<file path="config.mk">
export PLATFORM = sky130hd
export DESIGN_NAME = alu_sliced_seq
export DESIGN_NICKNAME = d
export VERILOG_FILES = /design/src/rtl/alu_sliced_seq.sv
export SDC_FILE = /design/constraint.sdc
export NUM_CORES = 1
export LEC_CHECK = 0
export ABC_AREA = 1
export BUFFER_PORTS_ARGS = -buffer_cell sky130_fd_sc_hd__buf_2
export CAP_MARGIN = 20
export CORE_MARGIN = 3
export CORE_UTILIZATION = 57
export DETAILED_ROUTE_END_ITERATION = 16
export GPL_ROUTABILITY_DRIVEN = 1
export MAX_ROUTING_LAYER = met4
export PLACE_DENSITY_LB_ADDON = 0.15
export SLEW_MARGIN = 10
export SYNTH_ARGS = -nofsm -noshare
export SYNTH_HDL_FRONTEND = slang
export SYNTH_SLANG_ARGS = --single-unit
</file>
<file path="constraint.sdc">
create_clock -name clk -period 4 [get_ports clk]
set_input_delay 0.6 -clock clk [delete_from_list [all_inputs] [get_ports clk]]
set_output_delay 0.6 -clock clk [all_outputs]
set_load 0.05 [all_outputs]
</file>
<file path="src/rtl/alu_sliced_seq.sv">
`default_nettype none
// +--------------------------------------------------------------------------+
// | alu_sliced_seq : multi-cycle ALU, one SLICE-bit slice per clock          |
// | Rev 1.0                                                                  |
// +--------------------------------------------------------------------------+
module alu_sliced_seq #(
  parameter int WIDTH = 32,
  parameter int SLICE = 8
) (
  input  logic             clk,
  input  logic             rst_n,
  input  logic             in_valid,
  output logic             in_ready,
  input  logic [WIDTH-1:0] a,
  input  logic [WIDTH-1:0] b,
  input  logic [2:0]       op,
  output logic             out_valid,
  input  logic             out_ready,
  output logic [WIDTH-1:0] result,
  output logic             zero,
  output logic             set,
  output logic             overflow,
  output logic             cout
);
  localparam int N  = WIDTH / SLICE;
  localparam int KW = (N > 1) ? $clog2(N) : 1;
  localparam logic [KW-1:0] c_last = KW'(N - 1);

  localparam logic [2:0] c_op_and = 3'b000;
  localparam logic [2:0] c_op_or  = 3'b001;
  localparam logic [2:0] c_op_add = 3'b010;
  localparam logic [2:0] c_op_xor = 3'b011;
  localparam logic [2:0] c_op_nor = 3'b100;
  localparam logic [2:0] c_op_sub = 3'b110;
  localparam logic [2:0] c_op_slt = 3'b111;

  generate
    if ((SLICE < 1) || (WIDTH % SLICE != 0)) begin : g_param_check
      $error("alu_sliced_seq: WIDTH must be a positive multiple of SLICE");
    end
  endgenerate

  typedef enum logic [1:0] {
    S_IDLE = 2'd0,
    S_BUSY = 2'd1,
    S_DONE = 2'd2
  } state_t;

  state_t            r_state;
  state_t            w_state_next;
  logic [WIDTH-1:0]  r_a;
  logic [WIDTH-1:0]  r_b;
  logic [2:0]        r_op;
  logic [KW-1:0]     r_k;
  logic              r_carry;

  logic [31:0]       w_base;
  logic [SLICE-1:0]  w_a_sl;
  logic [SLICE-1:0]  w_bx_sl;
  logic [SLICE-1:0]  w_sum_sl;
  logic [SLICE-1:0]  w_logic_sl;
  logic [SLICE-1:0]  w_slice;
  logic              w_c_out;
  logic              w_c_msb;
  logic              w_ov;
  logic              w_set;
  logic              w_arith;
  logic              w_addsub;
  logic              w_last;
  logic [WIDTH-1:0]  w_res_next;

  assign in_ready  = (r_state == S_IDLE);
  assign out_valid = (r_state == S_DONE);

  assign w_base  = 32'(r_k) * 32'(SLICE);
  assign w_a_sl  = r_a[w_base +: SLICE];
  assign w_bx_sl = r_op[2] ? ~r_b[w_base +: SLICE] : r_b[w_base +: SLICE];
  assign {w_c_out, w_sum_sl} = {1'b0, w_a_sl} + {1'b0, w_bx_sl} + {{SLICE{1'b0}}, r_carry};

  // Carry into the slice MSB recovered from the sum bit, so no second adder is needed.
  assign w_c_msb  = w_sum_sl[SLICE-1] ^ w_a_sl[SLICE-1] ^ w_bx_sl[SLICE-1];
  assign w_ov     = w_c_msb ^ w_c_out;
  assign w_set    = w_sum_sl[SLICE-1] ^ w_ov;
  assign w_addsub = (r_op == c_op_add) || (r_op == c_op_sub);
  assign w_arith  = w_addsub || (r_op == c_op_slt);
  assign w_last   = (r_k == c_last);
  assign w_slice  = w_arith ? w_sum_sl : w_logic_sl;

  always_comb begin
    w_logic_sl = '0;
    case (r_op)
      c_op_and: w_logic_sl = r_a[w_base +: SLICE] & r_b[w_base +: SLICE];
      c_op_or:  w_logic_sl = r_a[w_base +: SLICE] | r_b[w_base +: SLICE];
      c_op_xor: w_logic_sl = r_a[w_base +: SLICE] ^ r_b[w_base +: SLICE];
      c_op_nor: w_logic_sl = ~(r_a[w_base +: SLICE] | r_b[w_base +: SLICE]);
      default:  w_logic_sl = '0;
    endcase
  end

  always_comb begin
    w_res_next = result;
    w_res_next[w_base +: SLICE] = w_slice;
    if (w_last && (r_op == c_op_slt)) begin
      w_res_next = WIDTH'(w_set);
    end
  end

  always_comb begin
    w_state_next = r_state;
    case (r_state)
      S_IDLE:  if (in_valid)  w_state_next = S_BUSY;
      S_BUSY:  if (w_last)    w_state_next = S_DONE;
      S_DONE:  if (out_ready) w_state_next = S_IDLE;
      default: w_state_next = S_IDLE;
    endcase
  end

  always_ff @(posedge clk or negedge rst_n) begin
    if (!rst_n) begin
      r_state <= S_IDLE;
    end else begin
      r_state <= w_state_next;
    end
  end

  always_ff @(posedge clk or negedge rst_n) begin
    if (!rst_n) begin
      r_a      <= '0;
      r_b      <= '0;
      r_op     <= '0;
      r_k      <= '0;
      r_carry  <= 1'b0;
      result   <= '0;
      zero     <= 1'b0;
      set      <= 1'b0;
      overflow <= 1'b0;
      cout     <= 1'b0;
    end else begin
      case (r_state)
        S_IDLE: begin
          if (in_valid) begin
            r_a     <= a;
            r_b     <= b;
            r_op    <= op;
            r_k     <= '0;
            r_carry <= op[2];
          end
        end
        S_BUSY: begin
          result  <= w_res_next;
          r_carry <= w_c_out;
          r_k     <= r_k + KW'(1);
          if (w_last) begin
            zero     <= (w_res_next == '0);
            overflow <= w_addsub & w_ov;
            cout     <= w_addsub & w_c_out;
            set      <= (r_op == c_op_slt) & w_set;
          end
        end
        default: begin
        end
      endcase
    end
  end

endmodule
`default_nettype wire
</file>
==> impl_metrics.py, run 1 <==
metrics = {
    "status": {
        "status": "complete, no violations",
    },
    "clock_network": {
        "insertion_delay_ns": 0.36,
        "post_cts_buffers": 0,
        "cts_num_sinks": 108,
        "h-tree-depth": 3,
        "cts_buffers": 9,
        "clkSlewWorstSetupHoldPaths_ns": 0.09,
        "cts_root_buffer": "clkbuf_16",
        "cts-resized-gates": 0,
        "cts_tree": "yes",
        "clock_path_buffers": 2,
        "cts_hold_buf": 0,
    },
    "final_layout": {
        "final_core_util_pct": 67.9,
        "layout-drive-gt1-share_pct": 15.3,
        "layout.nets": 1117,
        "final_area_sq_mm": 0.00746,
        "fill_cells": 1005,
        "area_growth_syn_to_layout_pct": 14.7,
        "n_antenna_cell": 0,
    },
    "worst_setup_path": {
        "crit_type": "flop to flop",
        "worstPathArrival_ns": 3.75,
        "cp_max_fo": 24,
        "crit_path_end_kind": "flop",
        "cp.required_ns": 4.30,
        "start_kind": "flop",
    },
    "place": {
        "portBuffers": 108,
        "place_ws_ns": 0.583,
        "dp_hpwl_mm": 12.6,
        "gp_congestion": 0.963,
        "place_area_sq_mm": 0.00715,
    },
    "timing": {
        "max_freq_mhz": 290,
        "finalSetupTns_ns": 0,
        "final_hold_viol_count": 0,
        "timing.final.crit_share_pct": 86.2,
        "final.setup.worst_slack_ns": 0.551,
        "setup_viol": 0,
        "min_period_ns": 3.45,
        "report.final.slew_viol_count": 0,
        "rsz0062_at_grt": "false",
        "tightest_slew_ns": 0.998,
        "clock-skew-final_ns": 0.0123,
        "maxSlewHeadroom_pct": 33.4,
    },
    "yosys": {
        "yosys_register_bits": 108,
        "ys_async_sr_fraction_pct": 100,
        "syn_nets": 1027,
        "synth_flop_cell": "dfrtp_1",
        "syn-instance-count": 925,
        "synth_area_per_cell_sq_um": 7.03,
        "synthSimpleGateAreaFrac_pct": 36.7,
        "synth_compound_area_share_pct": 6.58,
        "yosysUniqueCellTypes": 36,
        "yosysWarnings": 0,
        "synth_top_family_by_area": "simple AND/OR/NAND/NOR gates",
        "synth-xor-area-share_pct": 2.04,
        "yosysSeqAreaShare_pct": 41.5,
        "synth_edf_count": 0,
        "synthAdderAreaFrac_pct": 6.19,
        "synth_mux_area_share_pct": 0,
        "syn_area_sq_mm": 0.00651,
    },
    "detailed_routing": {
        "drt_iter0_markers": 636,
        "drt-pass1-iter-count": 5,
        "postRouteAntennaNets": 0,
        "vias_per_cell": 5.40,
        "vias": 6263,
        "finalWirelength_mm": 17.2,
        "drc": 0,
        "wl_per_cell_microns": 14.9,
    },
    "global_route": {
        "antenna_found_initial": 0,
        "grt_pass1_wl_mm": 28.6,
        "gr-total-overflow": 0,
        "grt_max_degree": 72,
        "grt.total_usage_pct": 28.5,
        "grt_pass1_vias": 5778,
    },
    "die": {
        "start_util_pct": 59.2,
        "dieWidth_microns": 113,
        "coreArea_sq_mm": 0.0110,
        "io_pins": 109,
        "die-area_sq_mm": 0.0127,
        "die_h_microns": 113,
        "num_rows": 38,
    },
    "hold_path": {
        "hold_class": "primary input to async pin",
    },
    "run": {
        "maxCapViolCount": 0,
    },
}
## cell usage after synthesis, types with 2 or more instances
library cell / instances / area (sq um)
buf_2: 7 / 35.0
a32oi_1: 7 / 61.3
nand2_1: 460 / 1730
clkbuf_1: 26 / 97.6
o21ai_0: 37 / 185
o21ai_1: 8 / 40.0
nand3_1: 64 / 320
xor2_1: 10 / 87.6
nand3_2: 3 / 30.0
nor3_2: 2 / 20.0
nand4_1: 19 / 119
ha_1: 29 / 363
buf_6: 3 / 33.8
inv_1: 61 / 229
xnor2_1: 2 / 17.5
buf_1: 7 / 26.3
nor2_1: 29 / 109
inv_2: 5 / 18.8
a21oi_1: 17 / 85.1
nand2_2: 2 / 12.5
clkinv_1: 2 / 7.51
nand3b_1: 3 / 22.5
dfrtp_1: 108 / 2700
fa_1: 2 / 40.0
## area by class of cell
type | instances | area (sq um) | share of cell area (%)
multi-input cells | 705 | 3350 | 44.9
flip-flops and latches | 108 | 2700 | 36.2
well taps | 140 | 175 | 2.35
clock buffers | 9 | 225 | 3.02
repair buffers | 123 | 668 | 8.95
clock inverters | 7 | 85.1 | 1.14
inverters | 68 | 255 | 3.42
## per-layer routing
metal,vias up,GRT usage (%),wire length [microns],share of wire (%)
li1,3104,-,-,-
met1,2888,43.1,8130,47
met2,253,40.2,7540,44
met3,18,5.61,1380,8.0
met4,0,5.29,191,1.1
met5,-,-,0,0
## placed cells by master (no fill, tap or decap), types with 2 or more instances in the layout
master / n
nand4_1: 19
o21ai_1: 8
nand2_2: 3
xnor2_1: 2
nand3_2: 3
nand2_1: 459
fa_1: 2
a32oi_1: 7
dfrtp_1: 108
o21ai_0: 37
inv_1: 61
buf_4: 15
nor3_2: 2
a21oi_1: 17
buf_2: 107
inv_2: 5
nor2_1: 29
ha_1: 29
clkbuf_16: 9
clkinv_1: 2
nand3b_1: 3
nand3_1: 64
inv_8: 4
xor2_1: 10
## flip-flops by register name, indices dropped and copies added, names as in the netlist
signal	cells
r_state	2
r_op	3
r_b	32
r_carry	1
overflow	1
r_k	2
r_a	32
zero	1
set	1
cout	1
result	32
## logic make-up (layout without fill, tap and decap cells)
group,Yosys count,count (layout)
simple gates,585,585
buf+inv,112,207
flops,108,108
compound gates,76,76
fa+ha+maj,31,31
xor+xnor,13,13
## stage by stage
stage | cells | hold WS, ns
2_1_floorplan | 925 | 0.304
3_3_place_gp | 1144 | 0.463
3_5_place_dp | 1144 | 0.465
4_1_cts | 1160 | 0.282
5_1_grt | 1160 | 0.306
6_report | 1160 | 0.260
## path summary, 6_finish.rpt
path,startpoint,to,slack (ns),depth (start not counted)
worst max register to register,r_k[0],zero,0.55,20
min in group clk,out_ready,r_state[1],0.41,2
worst min register to register,r_b[4],r_b[4],0.49,2
worst min-delay path,rst_n,result[7],0.26,1
max in group asynchronous,rst_n,r_b[4],2.83,2
worst max-delay path,r_k[0],zero,0.55,20
## worst max-delay path, cell delays in order, from the launching register on
cell and delay, ns:
dfrtp_1 0.39, inv_2 0.35, nand2_1 0.10, a32oi_1 0.29, inv_1 0.13, fa_1 0.39, inv_1 0.11, fa_1 0.43
nand2_1 0.08, nand2_1 0.15, nand2_1 0.11, nand2_1 0.05, nand2_1 0.07, nand2_1 0.06, nor2_1 0.12, nand2_1 0.08
nor2_1 0.10, nand3_1 0.07, nor2_1 0.18, nand2_1 0.08, nand2_1 0.06
Power of run 1 is not shown: default switching activity piles up to over one toggle a cycle in this logic, so the estimate is an artifact.
==> run 2, diff against run 1 <==
--- a/config.mk
+++ b/config.mk
@@ -8,6 +8,7 @@
 export ABC_AREA = 1
 export BUFFER_PORTS_ARGS = -buffer_cell sky130_fd_sc_hd__buf_2
 export CAP_MARGIN = 20
+export CORE_ASPECT_RATIO = 1.25
 export CORE_MARGIN = 3
 export CORE_UTILIZATION = 57
 export DETAILED_ROUTE_END_ITERATION = 16
==> constraint.sdc (replaced) <==
create_clock -name clk -period 4 [get_ports clk]
set_input_delay 0.6 -clock clk [delete_from_list [all_inputs] [get_ports clk]]
set_output_delay 0.6 -clock clk [all_outputs]
set_load 0.1 [all_outputs]
==> impl_metrics.py, run 2 (same netlist as run 1, synthesis figures left out) <==
metrics = {
    "die": {
        "start_util_pct": 58.4,
        "io_pins": 109,
        "coreArea_sq_mm": 0.0111,
        "die_h_microns": 125,
        "die-area_sq_mm": 0.0127,
        "dieWidth_microns": 102,
        "num_rows": 43,
    },
    "global_route": {
        "antenna_found_initial": 0,
        "grt.total_usage_pct": 27.5,
        "grt_pass1_vias": 5622,
        "grt_max_degree": 72,
        "gr-total-overflow": 0,
        "grt_pass1_wl_mm": 27.3,
    },
    "timing": {
        "setup_viol": 0,
        "min_period_ns": 3.41,
        "timing.final.crit_share_pct": 85.3,
        "maxSlewHeadroom_pct": 47.2,
        "clock-skew-final_ns": 0.0100,
        "report.final.slew_viol_count": 0,
        "max_freq_mhz": 293,
        "final.setup.worst_slack_ns": 0.587,
        "tightest_slew_ns": 0.786,
        "final_hold_viol_count": 0,
        "finalSetupTns_ns": 0,
        "rsz0062_at_grt": "false",
        "whs_ns": 0.333,
    },
    "worst_setup_path": {
        "crit_buf_inv": 4,
        "crit_start": "r_k[0]",
        "start_kind": "flop",
        "crit_type": "flop to flop",
        "rr_startpoint": "r_k[0]",
        "cp.required_ns": 4.29,
        "cp_common_cell": "nand2_1",
        "worstPathArrival_ns": 3.70,
        "slowest_delay_ns": 0.41,
        "cp_max_fo": 20,
        "cp_cell_sequence": "inv_2, buf_4, nand2_1, a32oi_1, inv_1, fa_1, inv_1, fa_1, nand2_1, nand2_1, nand2_1, nand2_1, nand2_1, nand2_1, nor2_1, nand2_1, nor2_1, nand3_1, nor2_1, nand2_1, nand2_1",
        "slowest_stage": "dfrtp_1",
        "cp_top_family": "simple AND/OR/NAND/NOR gates",
        "crit_path_end_kind": "flop",
    },
    "detailed_routing": {
        "finalWirelength_mm": 16.6,
        "drc": 0,
        "postRouteAntennaNets": 0,
        "vias_per_cell": 5.33,
        "drt_iter0_markers": 455,
        "vias": 6146,
        "wl_per_cell_microns": 14.4,
        "drt-pass1-iter-count": 5,
    },
    "clock_network": {
        "cts-resized-gates": 0,
        "clock_path_buffers": 2,
        "h-tree-depth": 3,
        "insertion_delay_ns": 0.35,
        "cts_buffers": 9,
        "cts_num_sinks": 108,
        "clkSlewWorstSetupHoldPaths_ns": 0.07,
        "post_cts_buffers": 0,
        "cts_tree": "yes",
        "cts_hold_buf": 0,
        "cts_root_buffer": "clkbuf_16",
    },
    "place": {
        "gp_congestion": 0.971,
        "portBuffers": 108,
        "dp_hpwl_mm": 12.4,
        "place_ws_ns": 0.621,
    },
    "final_layout": {
        "n_antenna_cell": 0,
        "final_cell_mix": "nand2_1 (459), dfrtp_1 (108), buf_2 (107)",
        "final_common_cell": "nand2_1",
        "reg_top3": "r_a (32), r_b (32), result (32)",
        "fill_cells": 1018,
        "layout-drive-gt1-share_pct": 15.1,
        "final_core_util_pct": 66.8,
        "area_growth_syn_to_layout_pct": 14.3,
        "layout.nets": 1116,
    },
    "hold_path": {
        "hold_class": "primary input to async pin",
    },
    "run": {
        "maxCapViolCount": 0,
    },
    "status": {
        "status": "complete, no violations",
    },
}
[run 2: per-layer routing]
layer	vias up	share of wire, %	track usage (%)
li1	3091	-	-
met3	44	4.0	3.63
met2	201	49	44.1
met1	2810	43	34.8
met4	0	3.6	11.8
met5	-	0	-
[run 2: final timing paths]
check / cells after the start / slack [ns] / end
setup / recovery: 21 / 0.59 / zero
hold / removal: 1 / 0.33 / result[12]
setup reg to reg: 21 / 0.59 / zero
hold reg to reg: 2 / 0.48 / r_a[31]
max in group asynchronous: 2 / 2.86 / r_a[15]
min in group clk: 2 / 0.42 / r_state[1]
[run 2: stage by stage]
step                      std cells  cell area [sq um]
after global routing           1154               7440
final                          1154               7440
after global placement         1137               7130
after detailed placement       1137               7130
after floorplan                 925               6510
after CTS                      1153               7420
[run 2: cell type report]
class	count	area [sq um]	share of cell area, %
clock buffer	12	256	3.45
clock inverter	4	31.3	0.421
inverter	68	255	3.43
multi-input combinational	705	3350	45.0
sequential	108	2700	36.3
tap	135	169	2.27
timing repair buffer	122	673	9.05
[run 2: worst register-to-register path: cells and delay by family, from the launching register on]
kind	cells	cell delay, ns
adders and majority gates	2	0.80
DFF	1	0.41
and+or+nand+nor	14	1.19
AOI/OAI and AO/OA	1	0.22
buffers and inverters	4	0.74
Power of run 2 is left out for the same reason.
==> run 3, diff against run 2 <==
--- a/config.mk
+++ b/config.mk
@@ -10,11 +10,11 @@
 export CAP_MARGIN = 20
 export CORE_ASPECT_RATIO = 1.25
 export CORE_MARGIN = 3
-export CORE_UTILIZATION = 57
+export CORE_UTILIZATION = 55
 export DETAILED_ROUTE_END_ITERATION = 16
 export GPL_ROUTABILITY_DRIVEN = 1
 export MAX_ROUTING_LAYER = met4
-export PLACE_DENSITY_LB_ADDON = 0.15
+export PLACE_DENSITY = 0.85
 export SLEW_MARGIN = 10
 export SYNTH_ARGS = -nofsm -noshare
 export SYNTH_HDL_FRONTEND = slang
==> impl_metrics.py, run 3 (same netlist as run 1, synthesis figures left out) <==
metrics = {
    "worst_setup_path": {
        "cp_common_cell": "nand2_1",
        "crit_path_end_kind": "flop",
        "rr_startpoint": "r_k[1]",
        "cp.required_ns": 4.30,
        "cp_cell_sequence": "inv_2, a21oi_1, a32oi_1, inv_1, fa_1, inv_1, fa_1, nand3_1, nand2_1, nand2_1, nand3_1, nand2_1, nand4_1, nand2_1, o21ai_1, nand2_1, nor2_1, nand2_1, nor2_1, nand2_1, nand2_1",
        "slowest_stage": "dfrtp_1",
        "slowest_delay_ns": 0.54,
        "crit_start": "r_k[1]",
        "worstPathArrival_ns": 3.87,
        "cp_max_fo": 27,
        "crit_type": "flop to flop",
        "start_kind": "flop",
    },
    "die": {
        "die-area_sq_mm": 0.0132,
        "io_pins": 109,
        "num_rows": 43,
        "coreArea_sq_mm": 0.0114,
        "start_util_pct": 57.3,
        "die_h_microns": 128,
        "dieWidth_microns": 103,
    },
    "global_route": {
        "grt_pass1_wl_mm": 27.4,
        "grt.total_usage_pct": 27.0,
        "antenna_found_initial": 0,
        "grt_max_degree": 109,
        "gr-total-overflow": 0,
        "grt_pass1_vias": 5890,
    },
    "place": {
        "portBuffers": 108,
        "dp_hpwl_mm": 12.0,
        "gp_congestion": 0.962,
    },
    "timing": {
        "max_freq_mhz": 280,
        "timing.final.crit_share_pct": 89.1,
        "final_hold_viol_count": 0,
        "finalSetupTns_ns": 0,
        "setup_viol": 0,
        "tightest_slew_ns": 0.745,
        "min_period_ns": 3.57,
        "maxSlewHeadroom_pct": 50.2,
        "rsz0062_at_grt": "false",
        "clock-skew-final_ns": 0.00602,
        "report.final.slew_viol_count": 0,
    },
    "final_layout": {
        "reg_top3": "r_a (32), r_b (32), result (32)",
        "n_antenna_cell": 0,
        "fill_cells": 1004,
        "layout.nets": 1115,
        "layout-drive-gt1-share_pct": 15.1,
        "seq_area_sq_mm": 0.00270,
        "multi_input_area_sq_mm": 0.00335,
        "area_growth_syn_to_layout_pct": 15.0,
        "final_common_cell": "nand2_1",
        "final_cell_mix": "nand2_1 (459), dfrtp_1 (108), buf_2 (107)",
    },
    "clock_network": {
        "post_cts_buffers": 0,
        "cts_hold_buf": 0,
        "clock_path_buffers": 2,
        "cts_root_buffer": "clkbuf_16",
        "h-tree-depth": 3,
        "clkSlewWorstSetupHoldPaths_ns": 0.07,
        "cts-resized-gates": 0,
        "insertion_delay_ns": 0.36,
        "cts_tree": "yes",
        "cts_num_sinks": 108,
        "cts_buffers": 9,
    },
    "detailed_routing": {
        "finalWirelength_mm": 16.6,
        "drt-pass1-iter-count": 5,
        "drt_iter0_markers": 401,
        "drc": 0,
        "vias": 6227,
        "wl_per_cell_microns": 14.2,
        "vias_per_cell": 5.30,
        "postRouteAntennaNets": 0,
    },
    "run": {
        "maxCapViolCount": 0,
    },
    "hold_path": {
        "hold_class": "primary input to async pin",
    },
    "status": {
        "status": "complete, no violations",
    },
}
run 3: per-stage QoR:
step                      instances  worst slack, ns  utilization [%]  hold WS, ns  instance area (sq um)
after floorplan                 925            0.598                -        0.304                   6510
after global placement         1158            0.597             63.0        0.463                   7150
after detailed placement       1158            0.514             63.0        0.467                   7150
after CTS                      1174            0.445             65.7        0.328                   7460
after global routing           1175           0.0812             65.9        0.350                   7480
final                          1175            0.434             65.9        0.257                   7480
run 3: metal layers:
layer	global-route usage [%]	vias to the layer above	routed length, microns
met3	4.81	45	942
met1	32.7	2863	6820
met4	11.8	0	543
met5	-	-	0
li1	-	3092	-
met2	43.9	227	8320
run 3: worst paths after layout:
| path | endpoint | slack [ns] | depth (start not counted) |
|---|---|---|---|
| worst min register to register | r_a[30] | 0.48 | 2 |
| max in group asynchronous | r_a[24] | 3.25 | 2 |
| worst max register to register | zero | 0.43 | 21 |
| worst max-delay path | zero | 0.43 | 21 |
| min in group clk | r_state[1] | 0.42 | 2 |
| worst min-delay path | result[19] | 0.26 | 2 |
run 3: final cells by class:
class	count	share of cell area, %
multi-input combinational	705	44.8
sequential	108	36.1
timing repair buffer	121	8.90
inverter	68	3.41
clock buffer	9	3.01
tap	157	2.63
clock inverter	7	1.15
run 3: worst max-delay path, delay by kind of cell (launching register included):
kind	cells	cell delay, ns
compound gates	3	0.58
fa+ha+maj	2	0.64
buf+inv	3	0.67
flops	1	0.54
simple gates	13	1.05
Power of run 3 is left out for the same reason.
